`src/rtl/alu_exec_unit.sv`:
```
// MIPS execute stage: ALU-control decode, 32-bit ALU with zero flag, and jump-index sign extension.
// Outputs are registered one cycle after the operands arrive. Define ALU_OVERFLOW_DETECT_EN to register signed add/sub overflow.
module alu_exec_unit #(
    parameter int WIDTH  = 32,
    parameter int JIDX_W = 26
) (
    input  logic              clk,
    input  logic              reset,
    input  logic              in_valid,
    input  logic [WIDTH-1:0]  a,
    input  logic [WIDTH-1:0]  b,
    input  logic [1:0]        alu_op,
    input  logic [5:0]        funct,
    input  logic [JIDX_W-1:0] jidx,
    output logic [3:0]        alu_ctrl,
    output logic [WIDTH-1:0]  result,
    output logic              zero,
    output logic [WIDTH-1:0]  jext,
    output logic              out_valid,
    output logic              overflow
);

    localparam logic [3:0] CTRL_AND = 4'b0000;
    localparam logic [3:0] CTRL_OR  = 4'b0001;
    localparam logic [3:0] CTRL_ADD = 4'b0010;
    localparam logic [3:0] CTRL_SUB = 4'b0110;
    localparam logic [3:0] CTRL_SLT = 4'b0111;
    localparam logic [3:0] CTRL_NOR = 4'b1100;
    localparam logic [3:0] CTRL_XOR = 4'b1101;
    localparam logic [3:0] CTRL_BAD = 4'b1111;

    logic [3:0]       w_alu_ctrl;
    logic [WIDTH-1:0] w_sum;
    logic [WIDTH-1:0] w_diff;
    logic [WIDTH-1:0] w_alu_res;
    logic             w_ovf;
    logic [WIDTH-1:0] w_jext;

    logic [WIDTH-1:0] r_result;
    logic             r_zero;
    logic [WIDTH-1:0] r_jext;
    logic             r_out_valid;
    logic             r_overflow;

    // ALU-control decode from main-control ALUOp and the R-type funct field
    always_comb begin
        w_alu_ctrl = CTRL_BAD;
        case (alu_op)
            2'b00:   w_alu_ctrl = CTRL_ADD;
            2'b01:   w_alu_ctrl = CTRL_SUB;
            2'b11:   w_alu_ctrl = CTRL_OR;
            2'b10: begin
                case (funct)
                    6'b100000: w_alu_ctrl = CTRL_ADD;
                    6'b100010: w_alu_ctrl = CTRL_SUB;
                    6'b100100: w_alu_ctrl = CTRL_AND;
                    6'b100101: w_alu_ctrl = CTRL_OR;
                    6'b100110: w_alu_ctrl = CTRL_XOR;
                    6'b100111: w_alu_ctrl = CTRL_NOR;
                    6'b101010: w_alu_ctrl = CTRL_SLT;
                    default:   w_alu_ctrl = CTRL_BAD;
                endcase
            end
            default: w_alu_ctrl = CTRL_BAD;
        endcase
    end

    assign alu_ctrl = w_alu_ctrl;
    assign w_sum    = a + b;
    assign w_diff   = a - b;
    assign w_jext   = {{(WIDTH-JIDX_W){jidx[JIDX_W-1]}}, jidx};

    // ALU datapath; add/sub wrap and discard carry
    always_comb begin
        w_alu_res = {WIDTH{1'b0}};
        case (w_alu_ctrl)
            CTRL_ADD: w_alu_res = w_sum;
            CTRL_SUB: w_alu_res = w_diff;
            CTRL_AND: w_alu_res = a & b;
            CTRL_OR:  w_alu_res = a | b;
            CTRL_XOR: w_alu_res = a ^ b;
            CTRL_NOR: w_alu_res = ~(a | b);
            CTRL_SLT: w_alu_res = {{(WIDTH-1){1'b0}}, ($signed(a) < $signed(b))};
            default:  w_alu_res = {WIDTH{1'b0}};
        endcase
    end

`ifdef ALU_OVERFLOW_DETECT_EN
    // Signed overflow: sign of the wrapped result disagrees with what the operand signs imply
    always_comb begin
        w_ovf = 1'b0;
        case (w_alu_ctrl)
            CTRL_ADD: w_ovf = (a[WIDTH-1] == b[WIDTH-1]) && (w_sum[WIDTH-1] != a[WIDTH-1]);
            CTRL_SUB: w_ovf = (a[WIDTH-1] != b[WIDTH-1]) && (w_diff[WIDTH-1] != a[WIDTH-1]);
            default:  w_ovf = 1'b0;
        endcase
    end
`else
    assign w_ovf = 1'b0;
`endif

    // Output registers: reset wins over in_valid; idle cycles hold data and drop out_valid
    always_ff @(posedge clk) begin
        if (reset) begin
            r_result    <= {WIDTH{1'b0}};
            r_zero      <= 1'b1;
            r_jext      <= {WIDTH{1'b0}};
            r_out_valid <= 1'b0;
            r_overflow  <= 1'b0;
        end else if (in_valid) begin
            r_result    <= w_alu_res;
            r_zero      <= (w_alu_res == {WIDTH{1'b0}});
            r_jext      <= w_jext;
            r_out_valid <= 1'b1;
            r_overflow  <= w_ovf;
        end else begin
            r_out_valid <= 1'b0;
        end
    end

    assign result    = r_result;
    assign zero      = r_zero;
    assign jext      = r_jext;
    assign out_valid = r_out_valid;
    assign overflow  = r_overflow;

endmodule

```
`config.mk`:
```
export PLATFORM = sky130hd
export DESIGN_NAME = alu_exec_unit
export DESIGN_NICKNAME = d
export VERILOG_FILES = /design/src/rtl/alu_exec_unit.sv
export SDC_FILE = /design/constraint.sdc
export NUM_CORES = 1
export LEC_CHECK = 0
export ABC_CLOCK_PERIOD_IN_PS = 6700
export CORE_MARGIN = 4
export CORE_UTILIZATION = 35
export CTS_BUF_LIST = sky130_fd_sc_hd__clkbuf_4
export DETAILED_ROUTE_END_ITERATION = 10
export PLACE_DENSITY = 0.64
export SYNTH_ARGS = -nofsm -noshare
export SYNTH_HDL_FRONTEND = slang
export SYNTH_SLANG_ARGS = --single-unit
```
`constraint.sdc`:
```
create_clock -name clk -period 6.7 [get_ports clk]
set_input_delay 1.34 -clock clk [delete_from_list [all_inputs] [get_ports clk]]
set_output_delay 1.34 -clock clk [all_outputs]
set_load 0.01 [all_outputs]
```
## Word level (Yosys, flattened, before mapping)

Cells that the tools add are included.
Widths: inputs -> output; s select.

- Output and inout bits: 71
- Register bits after elaboration: 60

- Reductions and logical operators: 3
- Mux-type cells: 4
- Magnitude comparators: 1
- Equal/unequal tests: 16
- Add/subtract/negate cells: 2
- Bitwise logic cells: 4

Operators by type and width:

| operator | count |
|---|---|
| $pmux 32 s7 | 1 |
| $eq 6x6->1 const B | 7 |
| $add 32x32->32 | 1 |
| $and 32x32->32 | 1 |
| $logic_not 32->1 | 1 |
| $lt 32x32->1 | 1 |
| $not 32->32 | 1 |
| $or 32x32->32 | 1 |
| $sub 32x32->32 | 1 |
| $xor 32x32->32 | 1 |
| $pmux 4 s7 | 1 |
| $pmux 4 s4 | 1 |
| $eq 4x3->1 const B | 2 |
| $eq 4x4->1 const B | 2 |
| $eq 2x2->1 const B | 2 |
| $eq 4x1->1 const B | 1 |
| $eq 4x2->1 const B | 1 |
| $logic_not 4->1 | 1 |
| $eq 2x1->1 const B | 1 |
| $logic_not 2->1 | 1 |
| $mux 1 | 1 |

## Longest topological paths before layout

Gate-level depths: netlist (run 1).

- Depth after elaboration: 6
- Mapped depth: 14
- Mapped depth without buffers: 14

## Worst setup path before layout (run 1)

OpenSTA, ideal clock, no wires.

- Path kind: in2reg
- Start: input a[0]
- End: register r_zero, in the netlist zero
- Stages on the path: 14
- Arrival: 4.245 ns
- Setup time: 0.059 ns
- Path slack: 2.397 ns
- Path buffers: 0
- Required time: 6.641 ns
- Cell sequence: inv_1 > ha_1 > fa_1 > nor2_2 > o221ai_2 > a21oi_2 > a31oi_1 > or4_1 > a31oi_1 > a21oi_1 > a32o_1 > a22oi_1 > nor4b_1 > a31o_1

- Word-level cells in the longest chain between the ends: 4
- Elaborated cells on any way between the ends: 9

RTL lines:

| item | RTL line | source |
|---|---|---|
| start: declaration | 10 | `input logic [WIDTH-1:0] a,` |
| parallel branches: the longest is 2 deep, another holds $sub 32x32->32 | - |  |
| $pmux 32 s7 * | 76 | `case (w_alu_ctrl)` |
| $logic_not 32->1 * | 112 | `r_zero <= (w_alu_res == {WIDTH{1'b0}});` |
| end signal: assignment | 112 |  |
| end: declaration | 40 | `logic r_zero;` |

Every way passes the cells marked *.
A chain may end at the register's enable or synchronous reset.

## Worst setup path after layout (run 1)

Same ends and word-level chain as after synthesis.

==> results.toml, run 1 <==
[run_status]
run_status = "completed"

[cts]
cts_num_sinks = 60
insertion_delay_ps = 400
cts_hold_buffers = 0
cts_buffers = 9
cts.repair.resized = 0
clkSlewWorstSetupHoldPaths_ps = 100
ctsRootBufferMaster = "sky130_fd_sc_hd__clkbuf_4"
post_cts.repair.setup_buffers = 0
htree_levels = 3
ctsLongestPathBuffers = 2
cts_tree = "yes"

[cells_and_area]
final_nets = 1430
layout-drive-gt1-share_pct = 5.11
layout.core_utilization_pct = 44.1
fill_cells = 2316
area_growth_pct = 23.6

[setup_path]
rrSetupSlack_ps = 5900
worst_r2r_endpoint = "result[31]"
worst_setup_path_start_kind = "input pin"
worst-endpoint-arrival_ps = 5790
critical_path_maximum_fanout = 5
worst-setup-path-type = "in2reg"
worst-r2r-cell-count = 2
timing.critical_path.required_ps = 7060
worst_reg2reg_path_startpoint = "result[31]"
critPathCaptureType = "flop"

[routing]
routed-via-count = 9149
drt_wl_cell_um = 21.0
final_antenna_net_count = 0
drc_errors = 0
detail_route.iter0.violations = 962
viasPerCell = 6.02
drt_first_pass_iters = 6
drt_wl_total_um = 31900

[placed_design]
gp_routability_congestion = 0.958
post-dp-hpwl_um = 25300
numPortBuffers = 170

[sta]
slew_violations = 0
setup-violations-final = 0
slew_headroom_pct = 25.8
rsz_0062_raised_after_global_routing = "no"
finClkSkew_ps = 0
hold_viol = 0
setup_tns_final_ps = 0
min_period_ps = 5440
worst_pin_slew_ps = 1110
period_share_pct = 81.2
fmax_mhz = 184

[floorplan]
die_height_um = 160
placeableCoreArea_mm2 = 0.0226
std_cell_rows = 55
die_area_mm2 = 0.0256
floorplan.io_pins = 172
initial_core_util_pct = 35.7
die_width_um = 160

[global_route]
antenna_violations_before_repair = 2
grt_max_degree = 76
gr-usage-all-layers_pct = 23.2
first_global_vias = 8544
grt_pass1_wl_um = 48600
global_route.overflow_total = 0

[power_and_ir_drop]
leakagePower_nw = 4.19
power_density_mw_per_mm2 = 136
peakVddDrop_uv = 63.3

[worst_hold_path]
min_path_cells = 2
holdPathEnd = "result[4]"
hp-class = "reg2reg"
hold_path_startpoint = "result[4]"

[logic_synthesis]
synth_enable_flop_cells = 0
synth.ff_latch_count = 60
synth.most_common_cell = "sky130_fd_sc_hd__nor2_1"
yosys.area.top_type = "sky130_fd_sc_hd__ha_1"
yosysSeqAreaShare_pct = 14.9
post_synth_num_cell_types = 94
mapped_cells = 1110
postSynthAreaPerCell_um2 = 7.28
syn-cell-area_mm2 = 0.00808
dominantRegCellSynth = "sky130_fd_sc_hd__dfxtp_1"
synth_async_reset_ratio_pct = 0
mappedNetlistNets = 1313
synth_common_cells = "135 x sky130_fd_sc_hd__nor2_1, 100 x sky130_fd_sc_hd__ha_1, 100 x sky130_fd_sc_hd__inv_1"
yosysWarningCount = 0
top_area_cell_type_share_of_the_netlist_area_pct = 15.5
main_area_contributors_after_synthesis = "sky130_fd_sc_hd__ha_1 15%, sky130_fd_sc_hd__dfxtp_1 15%, sky130_fd_sc_hd__nor2_1 6.3%"

[flow_run]
cap_violations = 0
## critical path, stage by stage
cell and delay, ps:
sky130_fd_sc_hd__clkdlybuf4s50_1 490, sky130_fd_sc_hd__inv_1 70, sky130_fd_sc_hd__ha_1 250, sky130_fd_sc_hd__fa_1 490, sky130_fd_sc_hd__nor2_2 150, sky130_fd_sc_hd__o221ai_2 160, sky130_fd_sc_hd__a21oi_2 320, sky130_fd_sc_hd__a31oi_1 250
sky130_fd_sc_hd__or4_1 580, sky130_fd_sc_hd__a31oi_1 420, sky130_fd_sc_hd__a21oi_1 220, sky130_fd_sc_hd__a32o_1 250, sky130_fd_sc_hd__a22oi_1 340, sky130_fd_sc_hd__nor4b_1 300, sky130_fd_sc_hd__a31o_1 180
## kinds of logic (layout without fill, tap and decap cells)
group	count (synthesis)	in the layout	share of synthesized area, %
other	1	3	0.0464
adders and majority gates	102	102	16.0
AOI/OAI and AO/OA	368	368	33.6
and+or+nand+nor	360	360	21.3
buffers and inverters	177	299	9.09
DFF	60	60	14.9
muxes	36	36	4.52
xor gates and xnor gates	6	6	0.651
## power by group
part | internal (mW) | switching, mW
Clock | 0.0765 | 0.130
Combinational | 0.303 | 0.446
Sequential | 0.385 | 0.0159
## flip-flops by register name, summed over array words and instances (netlist names)
name	cells
out_valid	1
result	32
jext	26
zero	1
## layer usage
metal / GRT usage, % / up-vias / part of all wire, % / wire length (µm)
li1: - / 4302 / - / -
met3: 3.46 / 57 / 8.8 / 2790
met2: 37.9 / 472 / 45 / 14300
met5: 0 / - / 0 / 0
met1: 31.9 / 4318 / 44 / 14000
met4: 6.65 / 0 / 2.6 / 820
## how the worst max path moves through the flow
stage                     start   end  slack (ps)  cells after the start
after CTS                  a[0]  zero        1360                     15
after global routing       a[0]  zero        1140                     15
after global placement     a[0]  zero         920                     15
after detailed placement   a[0]  zero         960                     15
final                      a[0]  zero        1260                     15
after floorplan            a[0]  zero        2400                     14
## area by class of cell
class                           count  area, µm²  area share [%]
Clock buffer                       10       75.1           0.752
Multi-Input combinational cell    873       6160            61.7
Sequential cell                    60       1200            12.0
Timing Repair Buffer              181       1770            17.8
Clock inverter                      6       31.3           0.313
Inverter                          102        383            3.84
Antenna cell                        2       5.00          0.0501
Tap cell                          285        357            3.57
## placed cells by master (no fill, tap or decap), types with 5 or more instances in the layout
cell	count
sky130_fd_sc_hd__and3_1	5
sky130_fd_sc_hd__ha_1	100
sky130_fd_sc_hd__o21a_1	7
sky130_fd_sc_hd__dfxtp_1	60
sky130_fd_sc_hd__nor4_1	10
sky130_fd_sc_hd__a311oi_1	5
sky130_fd_sc_hd__and2_1	5
sky130_fd_sc_hd__o31a_1	7
sky130_fd_sc_hd__o221ai_1	10
sky130_fd_sc_hd__o21ai_0	36
sky130_fd_sc_hd__a31oi_1	6
sky130_fd_sc_hd__nor2_1	135
sky130_fd_sc_hd__o31ai_1	15
sky130_fd_sc_hd__o21bai_1	12
sky130_fd_sc_hd__nand2_1	81
sky130_fd_sc_hd__a221o_1	11
sky130_fd_sc_hd__a21oi_1	92
sky130_fd_sc_hd__nand2b_1	11
sky130_fd_sc_hd__clkdlybuf4s50_1	168
sky130_fd_sc_hd__mux2i_1	35
sky130_fd_sc_hd__a22oi_1	9
sky130_fd_sc_hd__a211o_1	6
sky130_fd_sc_hd__o21ai_1	9
sky130_fd_sc_hd__nor2b_1	17
sky130_fd_sc_hd__o211ai_1	13
sky130_fd_sc_hd__buf_4	11
sky130_fd_sc_hd__nor3_1	30
sky130_fd_sc_hd__inv_1	100
sky130_fd_sc_hd__a211oi_1	34
sky130_fd_sc_hd__o211a_1	6
sky130_fd_sc_hd__a21o_1	9
sky130_fd_sc_hd__clkbuf_4	10
sky130_fd_sc_hd__a221oi_1	18
sky130_fd_sc_hd__nand3_1	28
sky130_fd_sc_hd__xnor2_1	5
sky130_fd_sc_hd__nand4_1	12
## stage by stage
step / worst slack, ps / cells / total power [mW] / hold WS [ps] / cell area (µm²)
floorplan: 2400 / 1110 / 0.852 / 490 / 8080
global placement: 916 / 1501 / 1.14 / 454 / 9870
detailed placement: 957 / 1501 / 1.14 / 466 / 9870
CTS: 1360 / 1517 / 1.35 / 480 / 9980
global route: 1140 / 1518 / 1.43 / 515 / 9980
finish: 1260 / 1519 / 1.36 / 475 / 9980
(Power assumes the default switching activity.)
==> inputs of run 2 (changes only) <==
Settings changed: ABC_CLOCK_PERIOD_IN_PS 6700 to 5510.
Clock period 6.7 ns to 5.51 ns, I/O delays scaled along.
==> run 2 against run 1 <==
Net effect: sequential power increased by 22%; count of clock-buffer cells in the layout unchanged; global-route usage increased by 0.44 points; combinational power increased by 24%; total power increased by 30%; via count increased by 0.32%; cell area increased by 2.2%; register-to-register slack got worse by 1200 ps; setup slack got worse by 610 ps; core utilization increased by 0.96 points; wire length increased by 0.88%; critical path type unchanged; critical endpoint unchanged; largest cell class unchanged.
==> results.toml, run 2 (same netlist as run 1, synthesis figures left out) <==
[run_status]
run_status = "completed"

[power_and_ir_drop]
power_density_mw_per_mm2 = 173
intPower_mw = 1.04
total_switching_power_mw = 0.722
peakVddDrop_uv = 139
seqPwrFrac_pct = 27.7
clkPwrFrac_pct = 19.6
p_sw_share_pct = 41.1
leakagePower_nw = 4.32
combPwrFrac_pct = 52.6

[global_route]
grt_max_degree = 76
global_route.overflow_total = 0
gr-usage-all-layers_pct = 23.7
grt_pass1_wl_um = 49400
antenna_violations_before_repair = 1
first_global_vias = 8596

[cells_and_area]
area_growth_pct = 26.3
layout_commonest_cell = "sky130_fd_sc_hd__clkdlybuf4s50_1"
most-common-layout-cells = "168 x sky130_fd_sc_hd__clkdlybuf4s50_1, 135 x sky130_fd_sc_hd__nor2_1, 100 x sky130_fd_sc_hd__inv_1, 100 x sky130_fd_sc_hd__ha_1, 92 x sky130_fd_sc_hd__a21oi_1"
layout-drive-gt1-share_pct = 6.62
final_nets = 1451
largest_register_ffs = 32

[cts]
cts_num_sinks = 60
cts_hold_buffers = 0
cts_tree = "yes"
cts.repair.resized = 0
post_cts.repair.setup_buffers = 0
ctsLongestPathBuffers = 2
htree_levels = 3
insertion_delay_ps = 390
ctsRootBufferMaster = "sky130_fd_sc_hd__clkbuf_4"
cts_buffers = 9
clkSlewWorstSetupHoldPaths_ps = 100

[placed_design]
gp_routability_congestion = 0.993
dp_worst_setup_slack_ps = 337
numPortBuffers = 170
post-dp-hpwl_um = 26000

[floorplan]
die_area_mm2 = 0.0256
floorplan.io_pins = 172
die_height_um = 160
die_width_um = 160
initial_core_util_pct = 35.7
std_cell_rows = 55
placeableCoreArea_mm2 = 0.0226

[setup_path]
worst_setup_path_start_kind = "input pin"
timing.critical_path.slowest_cell_delay_ps = 530
critPathCaptureType = "flop"
worst-setup-path-type = "in2reg"
cp_num_buf_inv = 3
worst-endpoint-arrival_ps = 5210
path_common_cell = "sky130_fd_sc_hd__nor4_1"
timing.critical_path.required_ps = 5860
worstPathCellList = "clkdlybuf4s50_1 > inv_1 > ha_1 > inv_2 > a221oi_2 > a21oi_1 > nor4_4 > o221a_1 > o311a_1 > nor4_1 > nor3_1 > nand4_1 > nor4_1 > a31o_1"
critical_path_maximum_fanout = 8
critical-path-top-delay-family = "simple AND/OR/NAND/NOR gates"
highest_delay_cell_along_the_critical_path = "sky130_fd_sc_hd__nor3_1"

[sta]
worst_pin_slew_ps = 1110
slew_headroom_pct = 25.8
finClkSkew_ps = 0
period_share_pct = 88.1
hold_viol = 0
rsz_0062_raised_after_global_routing = "no"
slew_violations = 0
setup-violations-final = 0
setup_tns_final_ps = 0
postLayoutSetupSlackWorst_ps = 653
min_period_ps = 4860
fmax_mhz = 206

[routing]
met2WireLength_um = 14300
detail_route.iter0.violations = 1072
drt_wl_cell_um = 20.9
drt_wl_total_um = 32100
drt_first_pass_iters = 5
met3_wirelength_um = 3050
drc_errors = 0
route.layer.met1.wl_um = 14000
viasPerCell = 5.96
routed-via-count = 9178
top_layer = "met4"
final_antenna_net_count = 0

[flow_run]
cap_violations = 0

[worst_hold_path]
hp-class = "reg2reg"
-- run 2: worst paths after layout --
path	startpoint	slack, ps	cells past startpoint	endpoint
max	a[4]	650	14	zero
min	result[3]	470	2	result[3]
max reg2reg	result[10]	4710	2	result[10]
min reg2reg	result[3]	470	2	result[3]
-- run 2: worst register-to-register path: cells and delay by family (launching register included) --
family | cells | cell delay, ps
AO/OA/AOI/OAI | 1 | 240
flip-flops | 1 | 410
AND/OR/NAND/NOR | 1 | 60
-- run 2: cell type report --
type	count	area, µm²
Fill cell	2309	12400
Multi-Input combinational cell	873	6150
Timing Repair Buffer	202	1960
Sequential cell	60	1200
Inverter	102	383
Tap cell	285	357
Clock inverter	6	78.8
Clock buffer	10	75.1
Antenna cell	1	2.50
-- run 2: power by group through the flow --
stage,combinational [mW],clock (mW),sequential (mW)
2_1_floorplan,0.525,0,0.510
3_3_place_gp,0.903,0,0.497
3_5_place_dp,0.904,0,0.498
4_1_cts,0.908,0.354,0.488
5_1_grt,0.995,0.374,0.493
6_report,0.926,0.345,0.488
-- run 2: through the flow --
stage | hold WS [ps] | util, % | cell area, µm² | power (mW) | instances
finish | 471 | 45.1 | 10200 | 1.76 | 1539
global route | 504 | 45.1 | 10200 | 1.86 | 1539
CTS | 473 | 45.0 | 10200 | 1.75 | 1538
detailed placement | 456 | 44.4 | 10000 | 1.40 | 1522
global placement | 456 | 44.4 | 10000 | 1.40 | 1522
floorplan | 490 | - | 8080 | 1.04 | 1110
-- run 2: per-layer routing --
layer	GRT usage, %	vias up
li1	-	4341
met1	32.9	4258
met2	38.2	524
met3	3.30	55
met4	6.96	0
met5	0	-
